==> config.mk <==
export PLATFORM = sky130hd
export DESIGN_NAME = simple_logic_deser_flat
export DESIGN_NICKNAME = d
export VERILOG_FILES = /design/src/rtl/simple_logic_pkg.sv /design/src/rtl/simple_logic_deser_if.sv /design/src/rtl/deser_popcount.sv /design/src/rtl/simple_logic_deser.sv /design/src/flat_wrapper.sv
export SDC_FILE = /design/constraint.sdc
export NUM_CORES = 1
export LEC_CHECK = 0
export ABC_AREA = 1
export ABC_CLOCK_PERIOD_IN_PS = 4640
export BUFFER_PORTS_ARGS = -buffer_cell sky130_fd_sc_hd__clkbuf_2
export CAP_MARGIN = 20
export CORE_MARGIN = 1.5
export CORE_UTILIZATION = 30
export CTS_BUF_LIST = sky130_fd_sc_hd__clkbuf_16
export DETAILED_ROUTE_END_ITERATION = 10
export HOLD_SLACK_MARGIN = 0.05
export PLACE_DENSITY = 0.56
export SYNTH_ARGS = -nofsm -noshare
export SYNTH_HDL_FRONTEND = slang
export SYNTH_HIERARCHICAL = 1
export SYNTH_SLANG_ARGS = --single-unit
==> constraint.sdc <==
create_clock -name clk -period 4.64 [get_ports clk]
set_input_delay 0.232 -clock clk [delete_from_list [all_inputs] [get_ports clk]]
set_output_delay 0.232 -clock clk [all_outputs]
set_load 0.03 [all_outputs]
==> src/rtl/simple_logic_pkg.sv <==
// Shared definitions for the simple_logic deserializer: default word width and output-state enum.
package simple_logic_pkg;

   localparam int unsigned DESER_WIDTH_DEFAULT = 8;

   typedef enum logic [0:0] {
      ST_EMPTY,
      ST_FULL
   } out_state_e;

   function automatic int unsigned deser_cnt_width(input int unsigned width);
      return $clog2(width + 1);
   endfunction

endpackage

==> src/rtl/simple_logic_deser_if.sv <==
// Serial-in / word-out bundle for simple_logic_deser.
// Optional word_parity signal is present when SIMPLE_LOGIC_DESER_PARITY_EN is defined.
interface simple_logic_deser_if
   import simple_logic_pkg::*;
#(
   parameter int unsigned WIDTH = DESER_WIDTH_DEFAULT,
   parameter int unsigned CNT_W = deser_cnt_width(WIDTH)
);

   logic             din;
   logic             din_en;
   logic             word_ready;
   logic [WIDTH-1:0] word;
   logic             word_valid;
   logic [CNT_W-1:0] ones_cnt;
   logic             overrun;
`ifdef SIMPLE_LOGIC_DESER_PARITY_EN
   logic             word_parity;
`endif

   // Producer of serial bits and consumer of words.
   modport master (
      output din,
      output din_en,
      output word_ready,
      input  word,
      input  word_valid,
      input  ones_cnt,
      input  overrun
`ifdef SIMPLE_LOGIC_DESER_PARITY_EN
      ,
      input  word_parity
`endif
   );

   modport slave (
      input  din,
      input  din_en,
      input  word_ready,
      output word,
      output word_valid,
      output ones_cnt,
      output overrun
`ifdef SIMPLE_LOGIC_DESER_PARITY_EN
      ,
      output word_parity
`endif
   );

endinterface

==> src/rtl/deser_popcount.sv <==
// Combinational population count of a WIDTH-bit vector.
module deser_popcount #(
   parameter int unsigned WIDTH = 8,
   parameter int unsigned CNT_W = $clog2(WIDTH + 1)
) (
   input  logic [WIDTH-1:0] vec_i,
   output logic [CNT_W-1:0] cnt_o
);

   always_comb begin
      cnt_o = '0;
      for (int unsigned i = 0; i < WIDTH; i++) begin
         cnt_o = cnt_o + CNT_W'(vec_i[i]);
      end
   end

endmodule

==> src/rtl/simple_logic_deser.sv <==
// LSB-first serial-to-parallel packer with a one-word valid/ready holding register.
// Define SIMPLE_LOGIC_DESER_PARITY_EN to add the registered word_parity output.
module simple_logic_deser
   import simple_logic_pkg::*;
#(
   parameter int unsigned WIDTH = DESER_WIDTH_DEFAULT
) (
   input logic                 clk,
   input logic                 reset,
   simple_logic_deser_if.slave bus
);

   localparam int unsigned CNT_W = deser_cnt_width(WIDTH);
   localparam int unsigned BIT_W = $clog2(WIDTH);
   localparam logic [BIT_W-1:0] LAST_BIT = BIT_W'(WIDTH - 1);

   // Fill path state
   logic [WIDTH-1:0] shift_q, shift_d;
   logic [BIT_W-1:0] bit_cnt_q, bit_cnt_d;

   // Output holding register state
   out_state_e       state_q, state_d;
   logic [WIDTH-1:0] word_q, word_d;
   logic [CNT_W-1:0] cnt_q, cnt_d;
   logic             overrun_q, overrun_d;
`ifdef SIMPLE_LOGIC_DESER_PARITY_EN
   logic             parity_q, parity_d;
`endif

   logic             complete;
   logic [WIDTH-1:0] new_word;
   logic [CNT_W-1:0] new_cnt;
   logic             load;

   // new_word already contains the bit accepted this cycle, so on completion it is the full word.
   always_comb begin
      shift_d   = shift_q;
      bit_cnt_d = bit_cnt_q;
      complete  = 1'b0;
      if (bus.din_en) begin
         shift_d[bit_cnt_q] = bus.din;
         if (bit_cnt_q == LAST_BIT) begin
            bit_cnt_d = '0;
            complete  = 1'b1;
         end else begin
            bit_cnt_d = bit_cnt_q + 1'b1;
         end
      end
      new_word = shift_d;
   end

   deser_popcount #(
      .WIDTH (WIDTH),
      .CNT_W (CNT_W)
   ) u_popcount (
      .vec_i (new_word),
      .cnt_o (new_cnt)
   );

   always_comb begin
      state_d   = state_q;
      overrun_d = overrun_q;
      load      = 1'b0;
      unique case (state_q)
         ST_EMPTY: begin
            if (complete) begin
               load    = 1'b1;
               state_d = ST_FULL;
            end
         end
         ST_FULL: begin
            if (complete) begin
               if (bus.word_ready) begin
                  load = 1'b1;
               end else begin
                  overrun_d = 1'b1;
               end
            end else if (bus.word_ready) begin
               state_d = ST_EMPTY;
            end
         end
         default: state_d = ST_EMPTY;
      endcase
   end

   always_comb begin
      word_d = word_q;
      cnt_d  = cnt_q;
      if (load) begin
         word_d = new_word;
         cnt_d  = new_cnt;
      end
   end

`ifdef SIMPLE_LOGIC_DESER_PARITY_EN
   always_comb begin
      parity_d = parity_q;
      if (load) begin
         parity_d = ^new_word;
      end
   end
`endif

   always_ff @(posedge clk) begin
      if (reset) begin
         shift_q   <= '0;
         bit_cnt_q <= '0;
         state_q   <= ST_EMPTY;
         word_q    <= '0;
         cnt_q     <= '0;
         overrun_q <= 1'b0;
`ifdef SIMPLE_LOGIC_DESER_PARITY_EN
         parity_q  <= 1'b0;
`endif
      end else begin
         shift_q   <= shift_d;
         bit_cnt_q <= bit_cnt_d;
         state_q   <= state_d;
         word_q    <= word_d;
         cnt_q     <= cnt_d;
         overrun_q <= overrun_d;
`ifdef SIMPLE_LOGIC_DESER_PARITY_EN
         parity_q  <= parity_d;
`endif
      end
   end

   assign bus.word       = word_q;
   assign bus.word_valid = (state_q == ST_FULL);
   assign bus.ones_cnt   = cnt_q;
   assign bus.overrun    = overrun_q;
`ifdef SIMPLE_LOGIC_DESER_PARITY_EN
   assign bus.word_parity = parity_q;
`endif

endmodule
==> src/flat_wrapper.sv <==
// flat-port wrapper written by rule: the top's interface ports become plain ports
module simple_logic_deser_flat import simple_logic_pkg::*;
#(
   parameter int unsigned WIDTH = DESER_WIDTH_DEFAULT
)
  (clk, reset, bus_din, bus_din_en, bus_word_ready, bus_word, bus_word_valid, bus_ones_cnt, bus_overrun);
  simple_logic_deser_if #(.WIDTH(WIDTH)) bus_i ();
  input logic clk;
  input logic reset;
  input wire logic [$bits(bus_i.din)-1:0] bus_din;
  input wire logic [$bits(bus_i.din_en)-1:0] bus_din_en;
  input wire logic [$bits(bus_i.word_ready)-1:0] bus_word_ready;
  output wire logic [$bits(bus_i.word)-1:0] bus_word;
  output wire logic [$bits(bus_i.word_valid)-1:0] bus_word_valid;
  output wire logic [$bits(bus_i.ones_cnt)-1:0] bus_ones_cnt;
  output wire logic [$bits(bus_i.overrun)-1:0] bus_overrun;
  assign bus_i.din = bus_din;
  assign bus_i.din_en = bus_din_en;
  assign bus_i.word_ready = bus_word_ready;
  assign bus_word = bus_i.word;
  assign bus_word_valid = bus_i.word_valid;
  assign bus_ones_cnt = bus_i.ones_cnt;
  assign bus_overrun = bus_i.overrun;
  simple_logic_deser #(.WIDTH(WIDTH)) u_core (.clk(clk), .reset(reset), .bus(bus_i));
endmodule
==> impl_results.md <==
* Outcome: finished clean
* Routed vias/inst at ~4.1
* GR Overflow Total at 0
* Root buf cell: clkbuf_16
* Endpoints failing setup at 0
* CP endpoint kind: flip-flop
* Initial Util at 0.3112
* Resize count post-CTS at 0
* Placement row count at 24
* Share of layout cells above drive strength 1 at 0.1990
* R2R Path Start: u_core/bit_cnt_q[0]$_SDFFE_PP0P_
* First-pass GRT wire length at approximately 4.5 mm
* Hold depth at 3
* Reg-to-reg critical path endpoint: u_core/bus.ones_cnt[2]$_SDFFE_PP0P_
* Initial antenna violation count at 0
* Mapped Nets at 202
* Critical path data required time at 4.79 ns
* Setup CP Type: reg2reg
* GRT Resource Usage Total at 0.1179
* Num CTS Buffers at 3
* Iter 0 DRT Violations at 70
* Core area at 4354 um2
* Hold endpoint: u_core/bus.word_valid$_SDFF_PP0_
* Placed Area at 1464 um2
* Crit path DAT at 3.67 ns
* RePlAce Congestion at approximately 0.77
* Hold path start: bus_din_en
* Slew Limit Fails at 0
* Die X at roughly 70 um
* Critical Path Slowest Stage Cell: fa_1
* Depth of the CTS H-tree at 1
* Via count at 1056
* Clock sinks at 25
* Synth Warn # at 6
* Fillers at around 470
* Number of global-route vias before repair at 984
* Hold Violations, Final at 0
* Max Cap Violations at 0
* Final period util at 0.7583
* Residual DRC at 0
* Mapped cell area at 1355 um2
* Critical path's largest stage delay at 0.50 ns
* Final min period at 3.518 ns
* Post-Route WL at 2.546 mm
* Crit path launch type: flip-flop
* Hold_buf cts at 0
* CTS tree: yes
* Power Density at 305.2 nW/um2
* Max VDD drop at 0.0001274 V
* Die area at 4929 um2
* Maximum fanout along the worst path at 8
* RSZ-0062 raised after global routing: no
* Synth Area per Inst at between 7 and 8 um2
* Post-DP HPWL at 1.828 mm
* Leak Pwr at 0.8285 nW
* Top Ports at 19
* Mapped Cells at 188
* Avg WL per Cell at 9.868 um
* Register area at between 500 and 600 um2
* Seq cells post-synth at 25
* FF-to-FF setup slack at about 1.1 ns
* Most frequent CP cell: nand2_1
* Layout area overhead at 13.85%
* F_max at 284.2 MHz
* Yosys cell types at 22
* Hold Path Class: in2reg
* Final non-filler cell area at ~1500 um2
* Buffers on Ports at 18
* Routed Antenna Nets at 0
* Die Height at 70.21 um
* Final Skew at between 0.0015 and 0.002 ns
* Seq/Total Area, Yosys at 0.3693
* DRT Pass-1 Iters at 4
* Crit-path cells: nand2_1 > inv_2 > nand2_1 > nand2_1 > nand2_1 > inv_1 > inv_1 > fa_1 > fa_1 > fa_1 > inv_1 > ha_1 > inv_1 > fa_1 > nand2_1 > nand2_1 > o21ai_0 > nor2_1
* Largest net degree at the start of global routing at 14
* Setup Buffers After CTS at 0
* Diodes inserted at 0
* Area of the multi-input gates at 618.1 um2
* R2R depth at 18
* Final net count at 221
* Worst skew pair latency at 0.26 ns
* Worst-Margin Slew at 0.4206 ns
* Clock Path Buffers at 2
* Sum of negative setup slack at 0 ns
* Worst rel slew slack at 0.7193
* Worst-path clk slew at 0.06 ns
[logic make-up after synthesis]
family	after synthesis	synth area share
buffers and inverters	54	0.1745
adders and majority gates	9	0.1053
and+or+nand+nor	81	0.2585
AOI/OAI and AO/OA	19	0.09234
DFF	25	0.3693
[power by group]
group / leakage (nW) / total, mW / switching, mW / internal [mW]
Clock: 0.0423 / 0.192 / 0.0767 / 0.115
Combinational: 0.584 / 0.0557 / 0.0366 / 0.0191
Sequential: 0.202 / 0.223 / 0.00372 / 0.220
[cell usage after synthesis]
cell type | number | area (um2)
a21oi_1 | 5 | 25.02
a21oi_2 | 7 | 61.31
a31oi_1 | 1 | 6.260
buf_12 | 1 | 20.02
buf_6 | 2 | 22.52
clkbuf_1 | 1 | 3.750
dfxtp_1 | 25 | 500.5
fa_1 | 4 | 80.08
ha_1 | 5 | 62.56
inv_1 | 46 | 172.7
inv_2 | 3 | 11.26
inv_4 | 1 | 6.260
nand2_1 | 43 | 161.4
nand2_2 | 5 | 31.28
nand2_4 | 1 | 11.26
nand3_1 | 10 | 50.05
nor2_1 | 18 | 67.56
nor2_2 | 2 | 12.51
nor2_4 | 1 | 11.26
nor3_1 | 1 | 5.000
o21ai_0 | 5 | 25.02
o21bai_1 | 1 | 7.510
[critical path, delay by kind of cell (launching register included)]
kind / cells / cell delay, ns
compound gates: 1 / 0.17
fa+ha+maj: 5 / 1.90
buf+inv: 5 / 0.36
flops: 1 / 0.44
simple gates: 7 / 0.54
[per-layer routing]
metal,vias up,wire [um],global-route usage
met4,0,60,0.06410
met5,-,0,0
met1,449,1308,0.1554
met2,15,1112,0.1862
met3,4,64,0.01587
li1,588,-,-
[placed cells by master, fill, tap and decap left out]
cell,instances
a21oi_1,5
a21oi_2,7
a31oi_1,1
clkbuf_16,3
clkbuf_2,18
dfxtp_1,25
fa_1,4
ha_1,5
inv_1,47
inv_2,3
inv_4,1
nand2_1,43
nand2_2,5
nand2_4,1
nand3_1,10
nor2_1,18
nor2_2,2
nor2_4,1
nor3_1,1
o21ai_0,5
o21bai_1,1
[metrics by stage]
| step | total power [mW] | hold slack [ns] | cells | utilization | setup WS (ns) |
|---|---|---|---|---|---|
| final | 0.4709 | 0.2975 | 258 | 0.3543 | 1.122 |
| after floorplan | 0.2721 | 0.3011 | 188 | - | 1.387 |
| after detailed placement | 0.2845 | 0.4645 | 254 | 0.3362 | 1.136 |
| after global routing | 0.4963 | 0.3211 | 258 | 0.3543 | 0.8457 |
| after CTS | 0.4775 | 0.2918 | 258 | 0.3543 | 1.102 |
| after global placement | 0.2842 | 0.4569 | 254 | 0.3362 | 1.171 |
[cell type report]
cell class / count / area share
timing repair buffer: 18 / 0.05839
multi-input combinational: 109 / 0.4006
inverter: 50 / 0.1233
clock inverter: 1 / 0.002433
sequential: 25 / 0.3244
tap: 52 / 0.04217
clock buffer: 3 / 0.04866
[state kept, by name, summed over array words and instances, names as in the netlist]
register	count
u_core/bit_cnt_q	3
u_core/bus.word_valid	1
u_core/bus.ones_cnt	4
u_core/bus.overrun	1
u_core/shift_q	8
u_core/bus.word	8
[worst max path at each step]
| stage | start | to | slack, ns |
|---|---|---|---|
| final | u_core/bit_cnt_q[0]$_SDFFE_PP0P_ | u_core/bus.ones_cnt[2]$_SDFFE_PP0P_ | 1.12 |
| after CTS | u_core/bit_cnt_q[0]$_SDFFE_PP0P_ | u_core/bus.ones_cnt[2]$_SDFFE_PP0P_ | 1.10 |
| after detailed placement | u_core/bit_cnt_q[0]$_SDFFE_PP0P_ | u_core/bus.ones_cnt[2]$_SDFFE_PP0P_ | 1.14 |
| after global routing | u_core/bit_cnt_q[0]$_SDFFE_PP0P_ | u_core/bus.ones_cnt[2]$_SDFFE_PP0P_ | 0.85 |
| after global placement | u_core/bit_cnt_q[0]$_SDFFE_PP0P_ | u_core/bus.ones_cnt[1]$_SDFFE_PP0P_ | 1.17 |
| after floorplan | u_core/bit_cnt_q[1]$_SDFFE_PP0P_ | u_core/bus.ones_cnt[1]$_SDFFE_PP0P_ | 1.39 |
(Power assumes the default switching activity.)
